===== config.mk =====
export PLATFORM = sky130hd
export DESIGN_NAME = mem_access_ctrl_flat
export DESIGN_NICKNAME = d
export VERILOG_FILES = /design/src/rtl/mem_access_ctrl_if.sv /design/src/rtl/mem_access_ctrl.sv /design/src/flat_wrapper.sv
export SDC_FILE = /design/constraint.sdc
export NUM_CORES = 1
export LEC_CHECK = 0
export CAP_MARGIN = 0
export CELL_PAD_IN_SITES_DETAIL_PLACEMENT = 0
export CELL_PAD_IN_SITES_GLOBAL_PLACEMENT = 1
export CORE_UTILIZATION = 29
export DETAILED_ROUTE_END_ITERATION = 16
export PLACE_DENSITY = 0.87
export SLEW_MARGIN = 20
export SYNTH_ARGS = -nofsm -noshare
export SYNTH_HDL_FRONTEND = slang
export SYNTH_SLANG_ARGS = --single-unit

===== constraint.sdc =====
create_clock -name clock -period 1.8 [get_ports clock]
set_input_delay 0.18 -clock clock [delete_from_list [all_inputs] [get_ports clock]]
set_output_delay 0.18 -clock clock [all_outputs]
set_load 0.02 [all_outputs]

===== src/rtl/mem_access_ctrl_if.sv =====
// Bus bundle for mem_access_ctrl: pipeline request/response channel plus the
// word-wide data memory / IO port. dbg_state mirrors the controller FSM.
interface mem_access_ctrl_if;
    // Request handshake: a request is taken on a rising edge where
    // req_valid && req_ready; resp_valid is a single-cycle completion pulse
    // with no back-pressure, and resp_err/resp_rdata are meaningful only then.
    logic        req_valid;
    logic        req_ready;
    logic        req_we;
    logic [1:0]  req_size;
    logic        req_signed;
    logic [31:0] req_addr;
    logic [31:0] req_wdata;
    logic        resp_valid;
    logic [31:0] resp_rdata;
    logic        resp_err;
    logic [31:0] mem_addr;
    logic [31:0] mem_wdata;
    logic        mem_we;
    logic [31:0] mem_rdata;
    logic [2:0]  dbg_state;

    modport master (
        output req_valid, req_we, req_size, req_signed, req_addr, req_wdata, mem_rdata,
        input  req_ready, resp_valid, resp_rdata, resp_err, mem_addr, mem_wdata, mem_we,
               dbg_state
    );

    modport slave (
        input  req_valid, req_we, req_size, req_signed, req_addr, req_wdata, mem_rdata,
        output req_ready, resp_valid, resp_rdata, resp_err, mem_addr, mem_wdata, mem_we,
               dbg_state
    );
endinterface


===== src/rtl/mem_access_ctrl.sv =====
// Load/store unit between the pipeline and a word-wide memory: alignment and IO
// checks, sub-word extraction with extension, and read-modify-write for sub-word stores.
module mem_access_ctrl #(
    parameter int IO_BIT = 7
) (
    input  logic              clock,
    input  logic              clrn,
    mem_access_ctrl_if.slave  bus
);

    typedef enum logic [2:0] {
        IDLE = 3'd0,
        RD   = 3'd1,
        CAP  = 3'd2,
        WR   = 3'd3,
        RESP = 3'd4
    } state_e;

    state_e      state_q, state_d;
    logic        we_q, signed_q, err_q;
    logic [1:0]  size_q;
    logic [31:0] addr_q, wdata_q, word_q;

    logic        accept;
    logic        req_err;
    logic [4:0]  lane_sh;
    logic [31:0] lane_mask, merged, shifted, load_val;

    assign accept = bus.req_valid && (state_q == IDLE);

    // Sub-word accesses are not allowed into IO space.
    always_comb begin
        req_err = 1'b0;
        case (bus.req_size)
            2'b00:   req_err = bus.req_addr[IO_BIT];
            2'b01:   req_err = bus.req_addr[0] | bus.req_addr[IO_BIT];
            2'b10:   req_err = |bus.req_addr[1:0];
            default: req_err = 1'b1;
        endcase
    end

    always_ff @(posedge clock or negedge clrn) begin
        if (!clrn) state_q <= IDLE;
        else       state_q <= state_d;
    end

    always_ff @(posedge clock or negedge clrn) begin
        if (!clrn) begin
            we_q     <= 1'b0;
            signed_q <= 1'b0;
            err_q    <= 1'b0;
            size_q   <= 2'b00;
            addr_q   <= '0;
            wdata_q  <= '0;
            word_q   <= '0;
        end else begin
            if (accept) begin
                we_q     <= bus.req_we;
                signed_q <= bus.req_signed;
                err_q    <= req_err;
                size_q   <= bus.req_size;
                addr_q   <= bus.req_addr;
                wdata_q  <= bus.req_wdata;
            end
            if (state_q == CAP) word_q <= bus.mem_rdata;
        end
    end

    always_comb begin
        state_d = state_q;
        case (state_q)
            IDLE: begin
                if (bus.req_valid) begin
                    if (req_err)                                  state_d = RESP;
                    else if (bus.req_we && bus.req_size == 2'b10) state_d = WR;
                    else                                          state_d = RD;
                end
            end
            RD:      state_d = CAP;
            CAP:     state_d = we_q ? WR : RESP;
            WR:      state_d = RESP;
            RESP:    state_d = IDLE;
            default: state_d = IDLE;
        endcase
    end

    // Lane shift is 0/8/16/24 bits; halfwords only ever land on 0 or 16.
    assign lane_sh   = {addr_q[1:0], 3'b000};
    assign lane_mask = (size_q == 2'b00) ? 32'h0000_00FF : 32'h0000_FFFF;
    assign merged    = (word_q & ~(lane_mask << lane_sh)) | ((wdata_q & lane_mask) << lane_sh);
    assign shifted   = word_q >> lane_sh;

    always_comb begin
        case (size_q)
            2'b00:   load_val = {{24{signed_q & shifted[7]}}, shifted[7:0]};
            2'b01:   load_val = {{16{signed_q & shifted[15]}}, shifted[15:0]};
            default: load_val = word_q;
        endcase
    end

    always_comb begin
        bus.req_ready  = 1'b0;
        bus.resp_valid = 1'b0;
        bus.resp_err   = 1'b0;
        bus.resp_rdata = '0;
        bus.mem_addr   = '0;
        bus.mem_wdata  = '0;
        bus.mem_we     = 1'b0;
        bus.dbg_state  = state_q;
        case (state_q)
            IDLE: bus.req_ready = 1'b1;
            RD, CAP: bus.mem_addr = {addr_q[31:2], 2'b00};
            WR: begin
                bus.mem_addr  = {addr_q[31:2], 2'b00};
                bus.mem_we    = 1'b1;
                bus.mem_wdata = (size_q == 2'b10) ? wdata_q : merged;
            end
            RESP: begin
                bus.resp_valid = 1'b1;
                bus.resp_err   = err_q;
                bus.resp_rdata = (err_q || we_q) ? 32'h0 : load_val;
            end
            default: ;
        endcase
    end

endmodule

===== src/flat_wrapper.sv =====
// flat-port wrapper written by rule: the top's interface ports become plain ports
module mem_access_ctrl_flat 
#(
    parameter int IO_BIT = 7
)
  (clock, clrn, bus_req_valid, bus_req_we, bus_req_size, bus_req_signed, bus_req_addr, bus_req_wdata, bus_mem_rdata, bus_req_ready, bus_resp_valid, bus_resp_rdata, bus_resp_err, bus_mem_addr, bus_mem_wdata, bus_mem_we, bus_dbg_state);
  mem_access_ctrl_if bus_i ();
  input  logic clock;
  input  logic clrn;
  input wire logic [$bits(bus_i.req_valid)-1:0] bus_req_valid;
  input wire logic [$bits(bus_i.req_we)-1:0] bus_req_we;
  input wire logic [$bits(bus_i.req_size)-1:0] bus_req_size;
  input wire logic [$bits(bus_i.req_signed)-1:0] bus_req_signed;
  input wire logic [$bits(bus_i.req_addr)-1:0] bus_req_addr;
  input wire logic [$bits(bus_i.req_wdata)-1:0] bus_req_wdata;
  input wire logic [$bits(bus_i.mem_rdata)-1:0] bus_mem_rdata;
  output wire logic [$bits(bus_i.req_ready)-1:0] bus_req_ready;
  output wire logic [$bits(bus_i.resp_valid)-1:0] bus_resp_valid;
  output wire logic [$bits(bus_i.resp_rdata)-1:0] bus_resp_rdata;
  output wire logic [$bits(bus_i.resp_err)-1:0] bus_resp_err;
  output wire logic [$bits(bus_i.mem_addr)-1:0] bus_mem_addr;
  output wire logic [$bits(bus_i.mem_wdata)-1:0] bus_mem_wdata;
  output wire logic [$bits(bus_i.mem_we)-1:0] bus_mem_we;
  output wire logic [$bits(bus_i.dbg_state)-1:0] bus_dbg_state;
  assign bus_i.req_valid = bus_req_valid;
  assign bus_i.req_we = bus_req_we;
  assign bus_i.req_size = bus_req_size;
  assign bus_i.req_signed = bus_req_signed;
  assign bus_i.req_addr = bus_req_addr;
  assign bus_i.req_wdata = bus_req_wdata;
  assign bus_i.mem_rdata = bus_mem_rdata;
  assign bus_req_ready = bus_i.req_ready;
  assign bus_resp_valid = bus_i.resp_valid;
  assign bus_resp_rdata = bus_i.resp_rdata;
  assign bus_resp_err = bus_i.resp_err;
  assign bus_mem_addr = bus_i.mem_addr;
  assign bus_mem_wdata = bus_i.mem_wdata;
  assign bus_mem_we = bus_i.mem_we;
  assign bus_dbg_state = bus_i.dbg_state;
  mem_access_ctrl #(.IO_BIT(IO_BIT)) u_core (.clock(clock), .clrn(clrn), .bus(bus_i));
endmodule

==> flow_metrics.env, run 1 <==
export IMPL_synth_ff_type="dfrtp_1"
export IMPL_synth_most_common_cell="nand2_1"
export IMPL_wirelength_um=23600
export IMPL_ys_seq_elements=104
export IMPL_finalSetupViolCount=69
export IMPL_drc=0
export IMPL_drv_cap=0
export IMPL_synth_top_area_frac=0.453
export IMPL_min_period_over_period=1.30
export IMPL_synth_commonest_cells="nand2_1, dfrtp_1, o21ai_0"
export IMPL_overflow=0
export IMPL_status="finished, violations left"
export IMPL_grt_pass1_wl_um=34800
export IMPL_cts_tree="built"
export IMPL_cp_data_required_time_ns=1.62
export IMPL_fin_cells=1297
export IMPL_clock_sinks=104
export IMPL_yosysWarnings=0
export IMPL_n_antenna_cell=0
export IMPL_die_w_um=143
export IMPL_vias=6261
export IMPL_cp_arrival_ns=2.17
export IMPL_fp_dieH_um=143
export IMPL_viasPerCell=4.83
export IMPL_drtIter0Drc=282
export IMPL_ys_seq_area_frac=0.453
export IMPL_syn_avg_cell_area_um2=8.26
export IMPL_worst_slack_ns=-0.547
export IMPL_synth_largest_area_cell="dfrtp_1"
export IMPL_synth_cells=696
export IMPL_numCtsBuffers=9
export IMPL_cts_max_level=3
export IMPL_p_leak_nw=5.01
export IMPL_post_place_ws_ns=-0.531
export IMPL_power_density_nw_per_um2=1830
export IMPL_area_growth_pct=91.5
export IMPL_grt_pass1_vias=6230
export IMPL_finalMaxSlewViolations=0
export IMPL_core_um2=19500
export IMPL_synth_area_top_cells="dfrtp_1, nand2_1, mux2_2"
export IMPL_vdd_ir_drop_max_v=0.000786
export IMPL_path_class="flip-flop to output port"
export IMPL_worstRegToRegCells=5
export IMPL_path_clk_slew_ns=0.08
export IMPL_portBuffers=203
export IMPL_max_freq_ghz=0.426
export IMPL_clk_path_buf_depth=2
export IMPL_clock_latency_ns=0.36
export IMPL_row_count=51
export IMPL_layout_drive_gt1_share=0.464
export IMPL_root_buffer="clkbuf_16"
export IMPL_ios=206
export IMPL_synthArstFlopShare=1.00
export IMPL_antenna_found_initial=0
export IMPL_place_hpwl_um=16000
export IMPL_hold_ws_ns=0.341
export IMPL_start_util=0.295
export IMPL_worstSetupEndpointType="output port"
export IMPL_dieArea_um2=20400
export IMPL_synth_edf_count=0
export IMPL_nets=1131
export IMPL_drtAntennaViolNets=0
export IMPL_routabilityCongestion=0.871
export IMPL_track_usage=0.229
export IMPL_place_inst=1223
export IMPL_violations="negative setup slack"
export IMPL_routedWlPerCell_um=18.2
export IMPL_syn_area_um2=5750
export IMPL_hold_class="primary input to flip-flop"
export IMPL_firstDrtPassIters=4
export IMPL_fin_crit_ns=2.35
export IMPL_final_hold_viol_count=0
export IMPL_worst_path_max_fanout=13
export IMPL_grt_max_degree=55
export IMPL_start_kind="flip-flop"
export IMPL_rsz0062_at_grt="true"
export IMPL_hold_depth=3
export IMPL_fin_skew_ns=0.00820
export IMPL_synth_cell_type_count=39
==> cells in the final DEF, fill, tap and decap left out, types with 10 or more instances in the layout <==
master	Yosys	layout
clkdlybuf4s50_1	0	103
nor2_1	25	13
dfrtp_1	104	99
a21oi_2	0	26
o21ai_1	1	16
a221oi_4	0	10
mux2i_4	0	10
and2_4	0	32
clkbuf_16	0	10
o21ai_0	50	27
buf_6	2	121
a21o_4	0	10
mux2_2	25	24
buf_12	0	17
nand2_1	248	238
buf_4	2	112
inv_1	11	10
==> power by group <==
group	switching, mW	leakage (nW)	total (mW)	internal [mW]
combinational	6.88	3.60	13.7	6.85
clock	0.946	0.137	2.03	1.09
sequential	0.877	1.27	4.39	3.51
==> layer usage <==
| metal | track usage | part of all wire | vias up |
|---|---|---|---|
| met5 | 0 | 0 | - |
| met4 | 0.0889 | 0.030 | 0 |
| met3 | 0.0637 | 0.073 | 45 |
| met2 | 0.376 | 0.48 | 228 |
| met1 | 0.284 | 0.41 | 3010 |
| li1 | - | - | 2978 |
==> worst paths after layout <==
| kind | start | end | slack [ns] |
|---|---|---|---|
| max in group asynchronous | clrn | u_core.bus.dbg_state[1]$_DFFE_PN0P_ | 1.12 |
| worst min register to register | u_core.addr_q[17]$_DFFE_PN0P_ | u_core.addr_q[17]$_DFFE_PN0P_ | 0.48 |
| worst min-delay path | bus_req_addr[13] | u_core.addr_q[13]$_DFFE_PN0P_ | 0.34 |
| worst max register to register | u_core.bus.dbg_state[0]$_DFFE_PN0P_ | u_core.word_q[30]$_DFFE_PN0N_ | 0.04 |
| min in group asynchronous | clrn | u_core.word_q[19]$_DFFE_PN0N_ | 0.36 |
| worst max-delay path | u_core.addr_q[1]$_DFFE_PN0P_ | bus_resp_rdata[26] | -0.55 |
==> what timing repair did <==
action | 4_1_cts | 5_1_grt
gates cloned | 4 | 1
gates resized for setup | 658 | 170
pin swaps | 42 | 66
hold endpoints to repair | 104 | 0
setup endpoints to repair | 98 | 99
hold buffers | 1 | 0
buffers inserted | 43 | 25
==> layout make-up <==
class,instances,area (um^2)
Clock buffer,10,229
Clock inverter,5,65.1
Fill cell,1669,8450
Inverter,13,55.1
Multi-Input combinational cell,531,3920
Sequential cell,104,2610
Tap cell,265,332
Timing Repair Buffer,369,3800
==> flip-flops by register name, indices dropped and copies added (netlist names) <==
signal,flops
u_core.word_q,32
u_core.err_q,1
u_core.bus.dbg_state,3
u_core.we_q,1
u_core.addr_q,32
u_core.signed_q,1
u_core.wdata_q,32
u_core.size_q,2
==> stage by stage <==
step	instance area [um^2]	power (mW)	TNS [ns]	util
final	11000	20.2	-26.30	0.566
after global placement	9060	13.5	-29.04	0.466
after floorplan	5970	9.14	-1.11	-
after CTS	10300	18.6	-27.36	0.531
after detailed placement	9060	13.6	-30.20	0.466
after global routing	11000	21.3	-30.83	0.566
==> cell families (layout without fill, tap and decap cells) <==
group,count (synthesis),after routing,synth area share
flip-flops,104,104,0.453
AO/OA/AOI/OAI,141,141,0.159
buffers and inverters,62,397,0.0477
multiplexers,48,48,0.0899
other,1,2,0.000652
AND/OR/NAND/NOR,340,340,0.250
==> worst max-delay path, stage by stage, from the launching register on <==
cell and delay, ns:
dfrtp_2 0.44, buf_6 0.13, mux2_4 0.30, a22oi_2 0.21, a2111oi_4 0.13, buf_12 0.17
buf_4 0.14, a21o_4 0.17, buf_6 0.12
No activity file was read; power rests on OpenSTA's default activity.
==> run 2, diff against run 1 <==
Settings changed: CORE_MARGIN set to 2.
==> flow_metrics.env, run 2 (synthesized netlist as in run 1, its figures left out) <==
export IMPL_cp_slowest_stage_delay_ns=0.49
export IMPL_routabilityCongestion=0.940
export IMPL_drc=0
export IMPL_overflow=0
export IMPL_p_seq_frac=0.228
export IMPL_p_sw_mw=8.51
export IMPL_start_kind="flip-flop"
export IMPL_layout_drive_gt1_share=0.449
export IMPL_worst_slack_ns=-0.553
export IMPL_finalSetupViolCount=97
export IMPL_comb_power_share=0.669
export IMPL_layout_cells_most_common="nand2_1"
export IMPL_top_regs="u_core.addr_q x32, u_core.wdata_q x32, u_core.word_q x32"
export IMPL_fin_skew_ns=0.00888
export IMPL_fp_dieH_um=145
export IMPL_cp_data_required_time_ns=1.62
export IMPL_p_clk_frac=0.103
export IMPL_antenna_found_initial=0
export IMPL_critPathMostFrequentCell="buf_6"
export IMPL_switching_share=0.438
export IMPL_drtIter0Drc=342
export IMPL_final_hold_viol_count=0
export IMPL_min_period_over_period=1.31
export IMPL_max_freq_ghz=0.425
export IMPL_drv_cap=0
export IMPL_p_leak_nw=4.94
export IMPL_status="finished, violations left"
export IMPL_numCtsBuffers=9
export IMPL_firstDrtPassIters=4
export IMPL_violations="negative setup slack"
export IMPL_area_growth_pct=86.8
export IMPL_place_hpwl_um=16300
export IMPL_vdd_ir_drop_max_v=0.00102
export IMPL_clk_path_buf_depth=2
export IMPL_hold_class="primary input to async pin"
export IMPL_wirelength_um=23800
export IMPL_clock_latency_ns=0.36
export IMPL_start_util=0.295
export IMPL_worstSetupEndpointType="output port"
export IMPL_path_class="flip-flop to output port"
export IMPL_viasPerCell=4.82
export IMPL_drtAntennaViolNets=0
export IMPL_core_um2=19500
export IMPL_die_w_um=145
export IMPL_rsz0062_at_grt="true"
export IMPL_portBuffers=203
export IMPL_routedWlPerCell_um=18.5
export IMPL_n_antenna_cell=0
export IMPL_layout_common_cells="nand2_1, buf_6, buf_4, clkdlybuf4s50_1, dfrtp_1"
export IMPL_dieArea_um2=21000
export IMPL_vias=6189
export IMPL_ios=206
export IMPL_finalMaxSlewViolations=0
export IMPL_ff2ff_setup_slack_ns=-0.01
export IMPL_fin_crit_ns=2.35
export IMPL_power_density_nw_per_um2=1810
export IMPL_fin_util=0.552
export IMPL_p_int_mw=10.9
export IMPL_grt_pass1_wl_um=34200
export IMPL_setup_tns_ns=-29.98
export IMPL_cp_slowest_cell="a2111oi_4"
export IMPL_row_count=51
export IMPL_nets=1118
export IMPL_grt_pass1_vias=6128
export IMPL_path_clk_slew_ns=0.08
export IMPL_cts_tree="built"
export IMPL_cts_max_level=3
export IMPL_crit_chain="buf_6 -> mux2_4 -> a22oi_2 -> a2111oi_4 -> clkbuf_16 -> a21o_1 -> buf_6"
export IMPL_worst_path_max_fanout=8
export IMPL_grt_max_degree=51
export IMPL_n_fill_cell=1734
export IMPL_track_usage=0.217
export IMPL_root_buffer="clkbuf_16"
export IMPL_cp_arrival_ns=2.17
export IMPL_clock_sinks=104
[run 2: cell types whose count changed in the layout (fill, tap and decap cells not counted), sizes merged, moves of 2 or more]
| cell | previous run | this run |
|---|---|---|
| clkinv | 0 | 4 |
| clkdlybuf4s15 | 0 | 2 |
| clkdlybuf4s50 | 103 | 101 |
| buf | 261 | 245 |
[run 2: worst paths after layout]
path	startpoint	cells after the start	to
worst max-delay path	u_core.addr_q[1]$_DFFE_PN0P_	7	bus_resp_rdata[18]
worst min-delay path	clrn	2	u_core.word_q[17]$_DFFE_PN0N_
worst max register to register	u_core.bus.dbg_state[0]$_DFFE_PN0P_	6	u_core.word_q[30]$_DFFE_PN0N_
worst min register to register	u_core.wdata_q[19]$_DFFE_PN0P_	2	u_core.wdata_q[19]$_DFFE_PN0P_
max in group asynchronous	clrn	3	u_core.addr_q[4]$_DFFE_PN0P_
min in group clock	bus_req_addr[12]	3	u_core.addr_q[12]$_DFFE_PN0P_
[run 2: critical path: cells and delay by family, from the launching register on]
family	cells	cell delay, ns
AOI/OAI and AO/OA	3	0.67
buffers and inverters	3	0.50
DFF	1	0.45
muxes	1	0.20
[run 2: timing repair]
item,CTS,global route
pin swaps,35,48
resized for setup,665,131
hold endpoints to repair,23,0
cloned,6,4
hold buffers,1,0
endpoints found under the setup margin,98,105
buffers inserted,28,24
[run 2: final cells by class]
class,instances,area (um^2),share of cell area
tap,265,332,0.0309
clock buffer,10,239,0.0222
timing repair buffer,356,3660,0.341
clock inverter,6,62.6,0.00582
inverter,13,58.8,0.00547
sequential,104,2610,0.243
multi-input combinational,531,3770,0.351
[run 2: stage by stage]
step / area, um^2 / instances / hold slack, ns / power [mW] / setup WS [ns]
after floorplan: 5970 / 697 / -0.116 / 9.14 / -0.158
after global placement: 8980 / 1220 / 0.123 / 13.3 / -0.508
after detailed placement: 8980 / 1220 / 0.118 / 13.4 / -0.569
after CTS: 10100 / 1267 / 0.286 / 17.9 / -0.606
after global routing: 10700 / 1285 / 0.305 / 20.5 / -0.633
final: 10700 / 1285 / 0.280 / 19.4 / -0.553
[run 2: layer usage]
metal,global-route usage,vias up,routed length [um]
met5,0,-,0
met4,0.0741,0,752
met3,0.0678,50,1830
met2,0.360,265,11600
met1,0.268,2913,9660
li1,-,2961,-
[run 2: power by group through the flow]
stage | logic [mW] | clock network, mW | registers (mW)
2_1_floorplan | 4.95 | 0 | 4.19
5_1_grt | 13.8 | 2.17 | 4.55
4_1_cts | 11.5 | 2.05 | 4.34
6_report | 13.0 | 2.01 | 4.42
3_3_place_gp | 9.07 | 0 | 4.26
3_5_place_dp | 9.08 | 0 | 4.30
